## src/rtl/bg_scroll_renderer.sv

```systemverilog
// bg_scroll_renderer: full-screen scrolled/upscaled background renderer.
// Maps the raster (DrawX/DrawY) onto a palette-indexed source image through a
// power-of-two upscale and per-frame X/Y scroll, wrapping or clamping at the
// image edges. Three-stage free-running pipeline: address -> ROM -> RGB.
// Ports:
//   vga_clk, reset_n                 pixel clock, async active-low reset
//   DrawX, DrawY, blank              raster position and active-video flag
//   scroll_x_in/_y_in, scroll_we     scroll write into shadow registers
//   wrap_mode                        1 = wrap-around, 0 = clamp to BORDER_IDX
//   rom_addr / rom_q                 synchronous background ROM (1-cycle read)
//   pal_index / palette_*            combinational palette lookup
//   red, green, blue                 registered pixel colour
//   scroll_err                       sticky flag: out-of-range scroll write rejected
module bg_scroll_renderer #(
  parameter int unsigned SRC_W       = 320,
  parameter int unsigned SRC_H       = 240,
  parameter int unsigned SCALE_SHIFT = 1,
  parameter int unsigned ADDR_W      = 17,
  parameter int unsigned IDX_W       = 4,
  parameter int unsigned BORDER_IDX  = 0
) (
  input  logic              vga_clk,
  input  logic              reset_n,
  input  logic [9:0]        DrawX,
  input  logic [9:0]        DrawY,
  input  logic              blank,
  input  logic [9:0]        scroll_x_in,
  input  logic [9:0]        scroll_y_in,
  input  logic              scroll_we,
  input  logic              wrap_mode,
  output logic [ADDR_W-1:0] rom_addr,
  input  logic [IDX_W-1:0]  rom_q,
  output logic [IDX_W-1:0]  pal_index,
  input  logic [3:0]        palette_red,
  input  logic [3:0]        palette_green,
  input  logic [3:0]        palette_blue,
  output logic [3:0]        red,
  output logic [3:0]        green,
  output logic [3:0]        blue,
  output logic              scroll_err
);

  localparam int unsigned CW = 11;
  localparam logic [CW-1:0]     SRC_W_C  = CW'(SRC_W);
  localparam logic [CW-1:0]     SRC_H_C  = CW'(SRC_H);
  localparam logic [ADDR_W-1:0] SRC_W_A  = ADDR_W'(SRC_W);
  localparam logic [IDX_W-1:0]  BORDER_C = IDX_W'(BORDER_IDX);

  logic [9:0]        shadow_x_q, shadow_x_d, shadow_y_q, shadow_y_d;
  logic [9:0]        act_x_q, act_x_d, act_y_q, act_y_d;
  logic              scroll_err_q, scroll_err_d;
  logic [ADDR_W-1:0] rom_addr_q, rom_addr_d;
  logic              blank_d1_q, blank_d1_d, b1_q, b1_d;
  logic              blank_d2_q, blank_d2_d, b2_q, b2_d;
  logic [3:0]        red_q, red_d, green_q, green_d, blue_q, blue_d;

  logic              wr_ok, frame_start;
  logic [CW-1:0]     ux, uy, sx_raw, sy_raw, sx, sy;

  // Scroll write qualification and first-vblank-line detection
  always_comb begin
    wr_ok       = scroll_we && (CW'(scroll_x_in) < SRC_W_C) && (CW'(scroll_y_in) < SRC_H_C);
    frame_start = (DrawX == 10'd0) && (DrawY == 10'd480);
  end

  // Scroll registers: shadow takes valid writes, active updates only at frame start
  always_comb begin
    shadow_x_d   = shadow_x_q;
    shadow_y_d   = shadow_y_q;
    act_x_d      = act_x_q;
    act_y_d      = act_y_q;
    scroll_err_d = scroll_err_q;
    if (wr_ok) begin
      shadow_x_d = scroll_x_in;
      shadow_y_d = scroll_y_in;
    end else if (scroll_we) begin
      scroll_err_d = 1'b1;
    end
    if (frame_start) begin
      // A valid write on the latch edge bypasses the shadow
      act_x_d = wr_ok ? scroll_x_in : shadow_x_q;
      act_y_d = wr_ok ? scroll_y_in : shadow_y_q;
    end
  end

  // Stage 0: raster -> image coordinate -> ROM address
  always_comb begin
    ux     = CW'(DrawX >> SCALE_SHIFT);
    uy     = CW'(DrawY >> SCALE_SHIFT);
    sx_raw = ux + CW'(act_x_q);
    sy_raw = uy + CW'(act_y_q);
    sx     = sx_raw;
    sy     = sy_raw;
    b1_d   = 1'b0;
    if (wrap_mode) begin
      if (sx_raw >= SRC_W_C) sx = sx_raw - SRC_W_C;
      if (sy_raw >= SRC_H_C) sy = sy_raw - SRC_H_C;
    end else begin
      b1_d = (sx_raw >= SRC_W_C) || (sy_raw >= SRC_H_C);
    end
    rom_addr_d = b1_d ? '0 : (ADDR_W'(sy) * SRC_W_A + ADDR_W'(sx));
    blank_d1_d = blank;
  end

  // Stages 1 and 2: flag alignment with ROM data, then colour register
  always_comb begin
    blank_d2_d = blank_d1_q;
    b2_d       = b1_q;
    red_d      = blank_d2_q ? palette_red   : 4'd0;
    green_d    = blank_d2_q ? palette_green : 4'd0;
    blue_d     = blank_d2_q ? palette_blue  : 4'd0;
  end

  always_ff @(posedge vga_clk or negedge reset_n) begin
    if (!reset_n) begin
      shadow_x_q   <= '0;
      shadow_y_q   <= '0;
      act_x_q      <= '0;
      act_y_q      <= '0;
      scroll_err_q <= 1'b0;
      rom_addr_q   <= '0;
      blank_d1_q   <= 1'b0;
      b1_q         <= 1'b0;
      blank_d2_q   <= 1'b0;
      b2_q         <= 1'b0;
      red_q        <= '0;
      green_q      <= '0;
      blue_q       <= '0;
    end else begin
      shadow_x_q   <= shadow_x_d;
      shadow_y_q   <= shadow_y_d;
      act_x_q      <= act_x_d;
      act_y_q      <= act_y_d;
      scroll_err_q <= scroll_err_d;
      rom_addr_q   <= rom_addr_d;
      blank_d1_q   <= blank_d1_d;
      b1_q         <= b1_d;
      blank_d2_q   <= blank_d2_d;
      b2_q         <= b2_d;
      red_q        <= red_d;
      green_q      <= green_d;
      blue_q       <= blue_d;
    end
  end

  assign pal_index  = b2_q ? BORDER_C : rom_q;
  assign rom_addr   = rom_addr_q;
  assign red        = red_q;
  assign green      = green_q;
  assign blue       = blue_q;
  assign scroll_err = scroll_err_q;

endmodule

```

## config.mk

```make
export PLATFORM = sky130hd
export DESIGN_NAME = bg_scroll_renderer
export DESIGN_NICKNAME = d
export VERILOG_FILES = /design/src/rtl/bg_scroll_renderer.sv
export SDC_FILE = /design/constraint.sdc
export NUM_CORES = 1
export LEC_CHECK = 0
export ABC_AREA = 1
export CAP_MARGIN = 10
export CORE_MARGIN = 1.5
export CORE_UTILIZATION = 52
export CTS_BUF_LIST = sky130_fd_sc_hd__clkbuf_16
export DETAILED_ROUTE_END_ITERATION = 8
export GPL_ROUTABILITY_DRIVEN = 0
export GPL_TIMING_DRIVEN = 1
export PLACE_DENSITY = 0.92
export SYNTH_ARGS = -nofsm -noshare
export SYNTH_HDL_FRONTEND = slang
export SYNTH_SLANG_ARGS = --single-unit
export TNS_END_PERCENT = 5
```

## constraint.sdc

```tcl
create_clock -name vga_clk -period 5.8 [get_ports vga_clk]
set_input_delay 1.74 -clock vga_clk [delete_from_list [all_inputs] [get_ports vga_clk]]
set_output_delay 1.74 -clock vga_clk [all_outputs]
set_load 0.03 [all_outputs]
```

==> Word-level counts from Yosys, hierarchy flattened <==
Index checks and enable logic that the tools add are counted.
{ "totals": {"reg_bits": 74, "in_bits": 61, "output_inout_bits": 34, "word_cells": 43} }
{ "classes": {"add_sub_neg": 5, "multipliers": 1, "order_cmp": 4, "n_eq_ne": 1, "n_mux": 12, "bitwise": 1, "reduce_logical": 6} }
{ "op_table": {"columns": ["cell", "n"], "rows": [
  ["11-bit two-way mux", 4],
  ["9-bit by 10-bit adder with 11-bit output", 2],
  ["10-bit two-way mux", 2],
  ["17-bit by 11-bit adder with 17-bit output", 1],
  ["17-bit two-way mux", 1],
  ["4-bit two-way mux", 4],
  ["11-bit by 8-bit >= comparator with 1-bit output (second input constant)", 1],
  ["11-bit by 9-bit >= comparator with 1-bit output (second input constant)", 1],
  ["11-bit by 3-bit multiplier with 11-bit output (second input constant)", 1],
  ["11-bit by 8-bit subtractor with 11-bit output (second input constant)", 1],
  ["11-bit by 9-bit subtractor with 11-bit output (second input constant)", 1],
  ["10-bit by 9-bit == test with 1-bit output (second input constant)", 1],
  ["10-bit logical NOT", 1],
  ["10-bit by 8-bit < comparator with 1-bit output (second input constant)", 1],
  ["10-bit by 9-bit < comparator with 1-bit output (second input constant)", 1],
  ["1-bit logical AND", 3],
  ["2-bit AND reduction", 1],
  ["1-bit logical OR", 1],
  ["1-bit two-way mux", 1],
  ["1-bit inverter", 1]
]} }

==> Logic depth before layout (Yosys ltp) <==
Gate-level depths: netlist of run 1.
{ "logic_depth": {"word_depth": 7, "depth_mapped": 33, "depth_no_buf": 33} }

==> Worst setup path after synthesis of run 1 <==
No wires, ideal clock.
{ "synth_path": {"path_kind": "input-to-reg", "start": "input port DrawY[1]", "end": "register rom_addr_q[16] (netlist: rom_addr[16])", "setup_ps": 119, "arrival_ps": 5649, "required_time_ps": 5681, "setup_slack_ps": 32, "stages": 29, "n_path_buf": 0, "cell_sequence": "ha_1 inv_1 fa_1 inv_1 nand2_1 nand2_1 nand2_1 xnor2_2 ha_1 nand3_1 nor2_1 a21oi_2 nand2_4 nand2_1 xnor2_1 ha_1 fa_1 ha_1 nand2_1 a21oi_1 nand2_1 nor2_1 nand2_1 o21bai_1 nand2_1 inv_1 nand3_1 nand2_1 nor2_1"} }
{ "synth_between": {"elab_chain_cells": 7, "elab_cells_between_ends": 10, "classes_between": "add/sub: 3; mul: 1; order compare: 1; mux: 4; reduce/logical: 1"} }
{ "synth_rtl": {"columns": ["element", "line", "rtl"], "rows": [
  ["from (decl)", "25", "input logic [9:0] DrawY,"],
  ["9-bit by 10-bit adder with 11-bit output *", "91", "sy_raw = uy + CW'(act_y_q);"],
  ["11-bit by 8-bit subtractor with 11-bit output / 11-bit by 8-bit >= comparator with 1-bit output (equally long branches)", "97, 99", null],
  ["11-bit two-way mux", "97", "if (sy_raw >= SRC_H_C) sy = sy_raw - SRC_H_C;"],
  ["11-bit two-way mux", "95", "if (wrap_mode) begin"],
  ["11-bit by 3-bit multiplier with 11-bit output", "101", "rom_addr_d = b1_d ? '0 : (ADDR_W'(sy) * SRC_W_A + ADDR_W'(sx));"],
  ["17-bit by 11-bit adder with 17-bit output", "101", null],
  ["17-bit two-way mux *", "101", null],
  ["via rom_addr_d[16]", "52", "logic [ADDR_W-1:0] rom_addr_q, rom_addr_d;"],
  ["to (signal assigned)", "135", "rom_addr_q <= rom_addr_d;"],
  ["to (decl)", "52", null]
]} }
The timed path passes the listed nets; every way through them passes the cells marked *.
A chain may end at the register's enable or synchronous reset.

==> Worst setup path after layout of run 1 <==
{ "layout_path": {"start": "input port DrawX[7]", "end": "register rom_addr_q[16] (netlist: rom_addr[16])"} }
{ "layout_between": {"elab_chain_cells": 6, "elab_cells_between_ends": 9, "classes_between": "add/sub: 3; order compare: 1; mux: 4; reduce/logical: 1"} }
{ "layout_rtl": {"columns": ["element", "line", "rtl"], "rows": [
  ["from (decl)", "24", "input logic [9:0] DrawX,"],
  ["9-bit by 10-bit adder with 11-bit output *", "90", "sx_raw = ux + CW'(act_x_q);"],
  ["11-bit by 9-bit subtractor with 11-bit output / 11-bit by 9-bit >= comparator with 1-bit output (equally long branches)", "96, 99", null],
  ["11-bit two-way mux", "96", "if (sx_raw >= SRC_W_C) sx = sx_raw - SRC_W_C;"],
  ["11-bit two-way mux", "95", null],
  ["17-bit by 11-bit adder with 17-bit output", "101", null],
  ["17-bit two-way mux *", "101", null],
  ["via rom_addr_d[16]", "52", null]
]} }
Marked as above.

==> results.txt, run 1 <==
part of the Yosys area used for sequential elements: 0.390
Detailed Place HPWL: 9410 µm
Hold Crit Class: reg -> reg
Post-Syn Nets: 727
worst path required time: 6.03 ns
Worst setup SP type: input pin
Clk pwr share: 0.336
P_leak: 3.78 nW
first-pass GRT wire length: 22200 µm
# port buffers: 94
final hold slack: 0.348 ns
largest area contributor in the netlist: dfrtp_1
Crit path top cell by count: nand2_1
Achievable Freq: 0.168 GHz
final WL: 17100 µm
Post-synth top flop: dfrtp_1
Die Area: 9710 µm²
CTS tree: done
io pins: 95
EDFF count, synth: 0
share of layout cells above drive strength 1: 0.236
Die Height: 98.5 µm
FF-to-FF path depth: 29
reg2reg start: act_y_q[0]$_DFFE_PN0P_
net switching power: 0.570 mW
total grt overflow: 0
Skew-Pair Late Insertion Delay: 0.34 ns
share of Yosys cell area claimed by the top area cell type: 0.390
Clk Tree Root Cell: clkbuf_16
fin. max-slew vios: 0
vias in the first global route: 5153
most numerous cell in the Yosys netlist: nand2_1
antenna violations before repair: 1
# setup viols final: 3
Die W: 98.5 µm
TritonCTS buffer count: 9
count of cell types in the netlist: 40
R2R Setup Slk: 1.16 ns
synthesized area: 4740 µm²
clk_skew: 0.00939 ns
via count: 5315
Core Box Area: 8760 µm²
Longest Clk Path Bufs: 2
max cap viols: 0
arrival time worst endpoint: 6.19 ns
Design Power: 1.80 mW
drt first pass iters: 8
Crit path largest cell delay: 0.60 ns
critical path type: in -> reg
Pwr Density: 248 nW/µm²
Levels on crit path: 30
drt first-iter violations: 553
post-synthesis cell count: 621
Clk pin slew, worst setup/hold paths: 0.06 ns
num rows: 34
flops & latches, synth: 74
fin cells: 920
Worst-Margin Slew: 0.962 ns
crit path buf inv count: 4
Final Cycle Share: 1.03
Area after DPL: 6350 µm²
most frequent cells after synthesis: nand2_1, inv_1, dfrtp_1
Max-slew headroom: 0.358
gr usage total: 0.285
critical path launch point: DrawX[7]
Final Critical Period: 5.96 ns
status: complete, but fails checks
FFs w/ async S/R, synth: 1.00
internal power: 1.23 mW
top cells by area, synth: dfrtp_1, nand2_1, ha_1
Reg-to-Reg End: rom_addr[16]$_DFF_PN0_
TritonCTS Sinks: 74
Crit Path Max Fanout: 4
Crit. End Element: flip-flop
Synth Area per Inst: 7.64 µm²
Total Nets Final: 913
Syn-to-layout area delta: 53.2%
final worst slack: -0.164 ns
Via density: 5.78
Initial Utilization: 0.541
share of total power in combinational logic: 0.335
Sequential Power Share: 0.328
Final Instance Area: 7270 µm²
Routed Antenna Nets: 0
peak supply drop: 0.183 mV
Worst path top cell family by delay: simple AND/OR/NAND/NOR gates
Final Hold Fails: 0
Placed Cells: 891
largest net degree at the start of global routing: 45
routed len/inst: 18.6 µm
hold buffer count at cts: 0
number of warnings issued by yosys: 0
post-route DRC violation count: 0
net switching fraction of the power: 0.317
Worst path slowest cell: clkdlybuf4s50_1
CTS H-tree depth: 3
worst setup path end: rom_addr[16]$_DFF_PN0_
failing checks: setup timing
per-stage QoR:
stage / utilization / setup TNS (ns) / worst slack [ns]
floorplan: - / 0 / 0.0317
global placement: 0.725 / -1.57 / -0.507
detailed placement: 0.725 / -3.08 / -0.775
CTS: 0.775 / 0 / 0.00802
global route: 0.830 / -1.02 / -0.351
finish: 0.830 / -0.279 / -0.164
logic make-up (layout without fill, tap and decap cells):
kind of cell             after synthesis  in the layout  share of synthesized area
AND/OR/NAND/NOR                      290            290                      0.258
buffers and inverters                119            309                     0.0963
flip-flops                            74             74                      0.390
AO/OA/AOI/OAI                         67             67                     0.0804
adder cells (fa/ha/maj)               45             45                      0.125
XOR/XNOR                              26             26                     0.0496
other                                  0              1                          0
cell usage in the layout (no fill, tap or decap), drive strengths merged, types with 9 or more instances in the layout:
master         instances
ha                    41
clkbuf                 9
xnor2                 16
nor2                  49
dfrtp                 74
buf                   93
a21oi                 24
o21ai                 35
clkdlybuf4s50         82
xor2                  10
nand2                181
inv                  109
nand3                 36
layout make-up:
cell class              instances  area (µm²)
clock inverters                 6        91.3
flip-flops and latches         74        1850
well taps                     108         135
repair buffers                185        1630
clock buffers                   9         225
inverters                     109         409
multi-input cells             428        2920
diodes                          1        2.50
fillers                       443        1490
worst register-to-register path: cells and delay by family, from the launching register on:
family	cells	cell delay (ns)
AOI/OAI and AO/OA	3	0.37
xor gates and xnor gates	2	0.40
adders and majority gates	6	1.93
buffers and inverters	3	0.21
DFF	1	0.43
and+or+nand+nor	15	1.24
worst min path at each step:
stage                     cells past startpoint            startpoint                    to
after floorplan                               0        b1_q$_DFF_PN0_        b2_q$_DFF_PN0_
after global placement                        0        b1_q$_DFF_PN0_        b2_q$_DFF_PN0_
after detailed placement                      0  blank_d1_q$_DFF_PN0_  blank_d2_q$_DFF_PN0_
after CTS                                     0  blank_d1_q$_DFF_PN0_  blank_d2_q$_DFF_PN0_
after global routing                          0  blank_d1_q$_DFF_PN0_  blank_d2_q$_DFF_PN0_
final                                         0  blank_d1_q$_DFF_PN0_  blank_d2_q$_DFF_PN0_
state kept, by name (all words and copies together) (netlist names), 4 cells and up:
signal / flops
act_x_q: 10
act_y_q: 10
blue: 4
green: 4
red: 4
rom_addr: 17
shadow_x_q: 10
shadow_y_q: 10
routing by layer:
metal | wire length [µm] | global-route usage | vias to the layer above
li1 | - | - | 2321
met1 | 5730 | 0.273 | 2443
met2 | 8530 | 0.543 | 400
met3 | 1350 | 0.0787 | 151
met4 | 1450 | 0.161 | 0
met5 | 0 | 0 | -
power by group through the flow:
stage | combinational [mW] | sequential (mW) | clock [mW]
2_1_floorplan | 0.205 | 0.655 | 0
3_3_place_gp | 0.476 | 0.596 | 0
3_5_place_dp | 0.498 | 0.598 | 0
4_1_cts | 0.524 | 0.590 | 0.604
5_1_grt | 0.641 | 0.595 | 0.626
6_report | 0.604 | 0.590 | 0.605
timing repair:
item	in CTS	in global routing
cloned	0	0
endpoints found under the setup margin	5	6
buffers inserted	5	8
pin swaps	13	35
resized for setup	19	74
Note: power is estimated with default switching activity, not from simulation.
==> run 2: changes to the inputs <==
Settings changed: GPL_ROUTABILITY_DRIVEN 0 to not set, GPL_TIMING_DRIVEN 1 to 0.
==> results.txt, run 2 (synthesis results as in run 1) <==
gr usage total: 0.243
Routed Antenna Nets: 0
Clk pin slew, worst setup/hold paths: 0.07 ns
antenna violations before repair: 0
Worst Hold End: blank_d2_q$_DFF_PN0_
max reg flops: 17
num rows: 34
fin cells: 860
hold path startpoint: blank_d1_q$_DFF_PN0_
Final Hold Fails: 0
Syn-to-layout area delta: 40.9%
Crit. End Element: flip-flop
# setup viols final: 0
Final Critical Period: 5.72 ns
Hold Crit Class: reg -> reg
post-route DRC violation count: 0
peak supply drop: 0.180 mV
hold buffer count at cts: 0
commonest non-fill, non-tap cell in the layout: nand2_1
Achievable Freq: 0.175 GHz
routed len/inst: 15.7 µm
post-layout util: 0.763
CTS tree: done
Worst-Margin Slew: 0.889 ns
reg2reg start: act_y_q[0]$_DFFE_PN0P_
io pins: 95
Worst path slowest cell: clkdlybuf4s50_1
share of layout cells above drive strength 1: 0.149
Crit path top cell by count: nand2_1
drt first pass iters: 5
R2R Setup Slk: 1.24 ns
TritonCTS Sinks: 74
Longest Clk Path Bufs: 2
clk_skew: 0.0105 ns
total grt overflow: 0
Detailed Place HPWL: 8160 µm
CTS H-tree depth: 3
FF-to-FF path depth: 30
TritonCTS buffer count: 9
worst path required time: 6.03 ns
Design Power: 1.63 mW
via count: 4786
Worst setup SP type: input pin
ANT cells: 0
arrival time worst endpoint: 5.95 ns
Max-slew headroom: 0.408
first-pass GRT wire length: 19300 µm
Crit Path Max Fanout: 6
vias in the first global route: 4533
Die Area: 9710 µm²
Die Height: 98.5 µm
Initial Utilization: 0.541
final WL: 13500 µm
Via density: 5.57
fin. max-slew vios: 0
Placed Cells: 823
drt first-iter violations: 297
Final Cycle Share: 0.986
Total Nets Final: 853
max cap viols: 0
status: complete, no violations
Reg-to-Reg End: rom_addr[16]$_DFF_PN0_
Crit path largest cell delay: 0.43 ns
Core Box Area: 8760 µm²
Pwr Density: 244 nW/µm²
final hold slack: 0.352 ns
critical path type: in -> reg
largest net degree at the start of global routing: 75
Skew-Pair Late Insertion Delay: 0.35 ns
GP Congestion: 0.932
Die W: 98.5 µm
# port buffers: 94
P_leak: 3.46 nW
hold path depth: 0
Clk Tree Root Cell: clkbuf_16
commonest non-fill, non-tap cells in the layout: nand2_1, inv_1, clkdlybuf4s50_1
## run 2: cell types whose count changed in the layout (fill, tap and decap cells not counted), sizes merged
cell           change
clkdlybuf4s50      -1
diode              -1
clkinv             -2
dlymetal6s2s       +2
buf               -67
inv                +5
bufinv             -2
clkbuf             +7
dlygate4sd2        -2
clkdlybuf4s15      +1
## run 2: worst max path at each step
stage / start / to / slack [ns] / cells after the start
floorplan: DrawY[1] / rom_addr[16]$_DFF_PN0_ / 0.03 / 29
global placement: DrawY[1] / rom_addr[16]$_DFF_PN0_ / -0.93 / 30
detailed placement: DrawY[1] / rom_addr[16]$_DFF_PN0_ / -1.02 / 30
CTS: DrawX[1] / rom_addr[15]$_DFF_PN0_ / 0.01 / 31
global route: DrawY[7] / rom_addr[16]$_DFF_PN0_ / -0.23 / 29
finish: DrawY[7] / rom_addr[16]$_DFF_PN0_ / 0.08 / 29
## run 2: layer usage
layer	up-vias	part of all wire	wire length, µm	track usage
met4	0	0.066	885	0.103
met2	303	0.50	6690	0.453
li1	2191	-	-	-
met5	-	0	0	0
met1	2191	0.36	4820	0.254
met3	101	0.080	1090	0.0688
## run 2: area by class of cell
class / instances / area (µm²)
buffer: 10 / 47.5
inverter: 109 / 409
timing repair buffer: 115 / 1120
clock inverter: 7 / 68.8
multi-input combinational: 428 / 2830
sequential: 74 / 1850
fill: 528 / 2080
tap: 108 / 135
clock buffer: 9 / 225
## run 2: power by group
| group | total (mW) | internal, mW | leakage [nW] | switching [mW] |
|---|---|---|---|---|
| Clock | 0.555 | 0.304 | 0.147 | 0.251 |
| Combinational | 0.492 | 0.215 | 2.35 | 0.277 |
| Sequential | 0.587 | 0.572 | 0.961 | 0.0158 |
## run 2: per-stage QoR
| step | TNS (ns) | worst slack, ns | instance area [µm²] |
|---|---|---|---|
| finish | 0 | 0.0820 | 6690 |
| CTS | 0 | 0.0108 | 6290 |
| global route | -0.331 | -0.230 | 6690 |
| detailed placement | -4.28 | -1.02 | 5820 |
| floorplan | 0 | 0.0317 | 4740 |
| global placement | -3.55 | -0.931 | 5820 |
## run 2: timing repair
item                                    CTS  global route
endpoints found under the setup margin    6             5
endpoints found under the hold margin     0             0
gates resized for setup                  26            62
pin swaps                                 9            29
setup buffers                             6            15
## run 2: worst max-delay path, delay by kind of cell
family | cells | cell delay, ns
AND/OR/NAND/NOR | 20 | 1.77
XOR/XNOR | 2 | 0.52
AO/OA/AOI/OAI | 1 | 0.25
buffers and inverters | 3 | 0.59
adder cells (fa/ha/maj) | 3 | 1.06
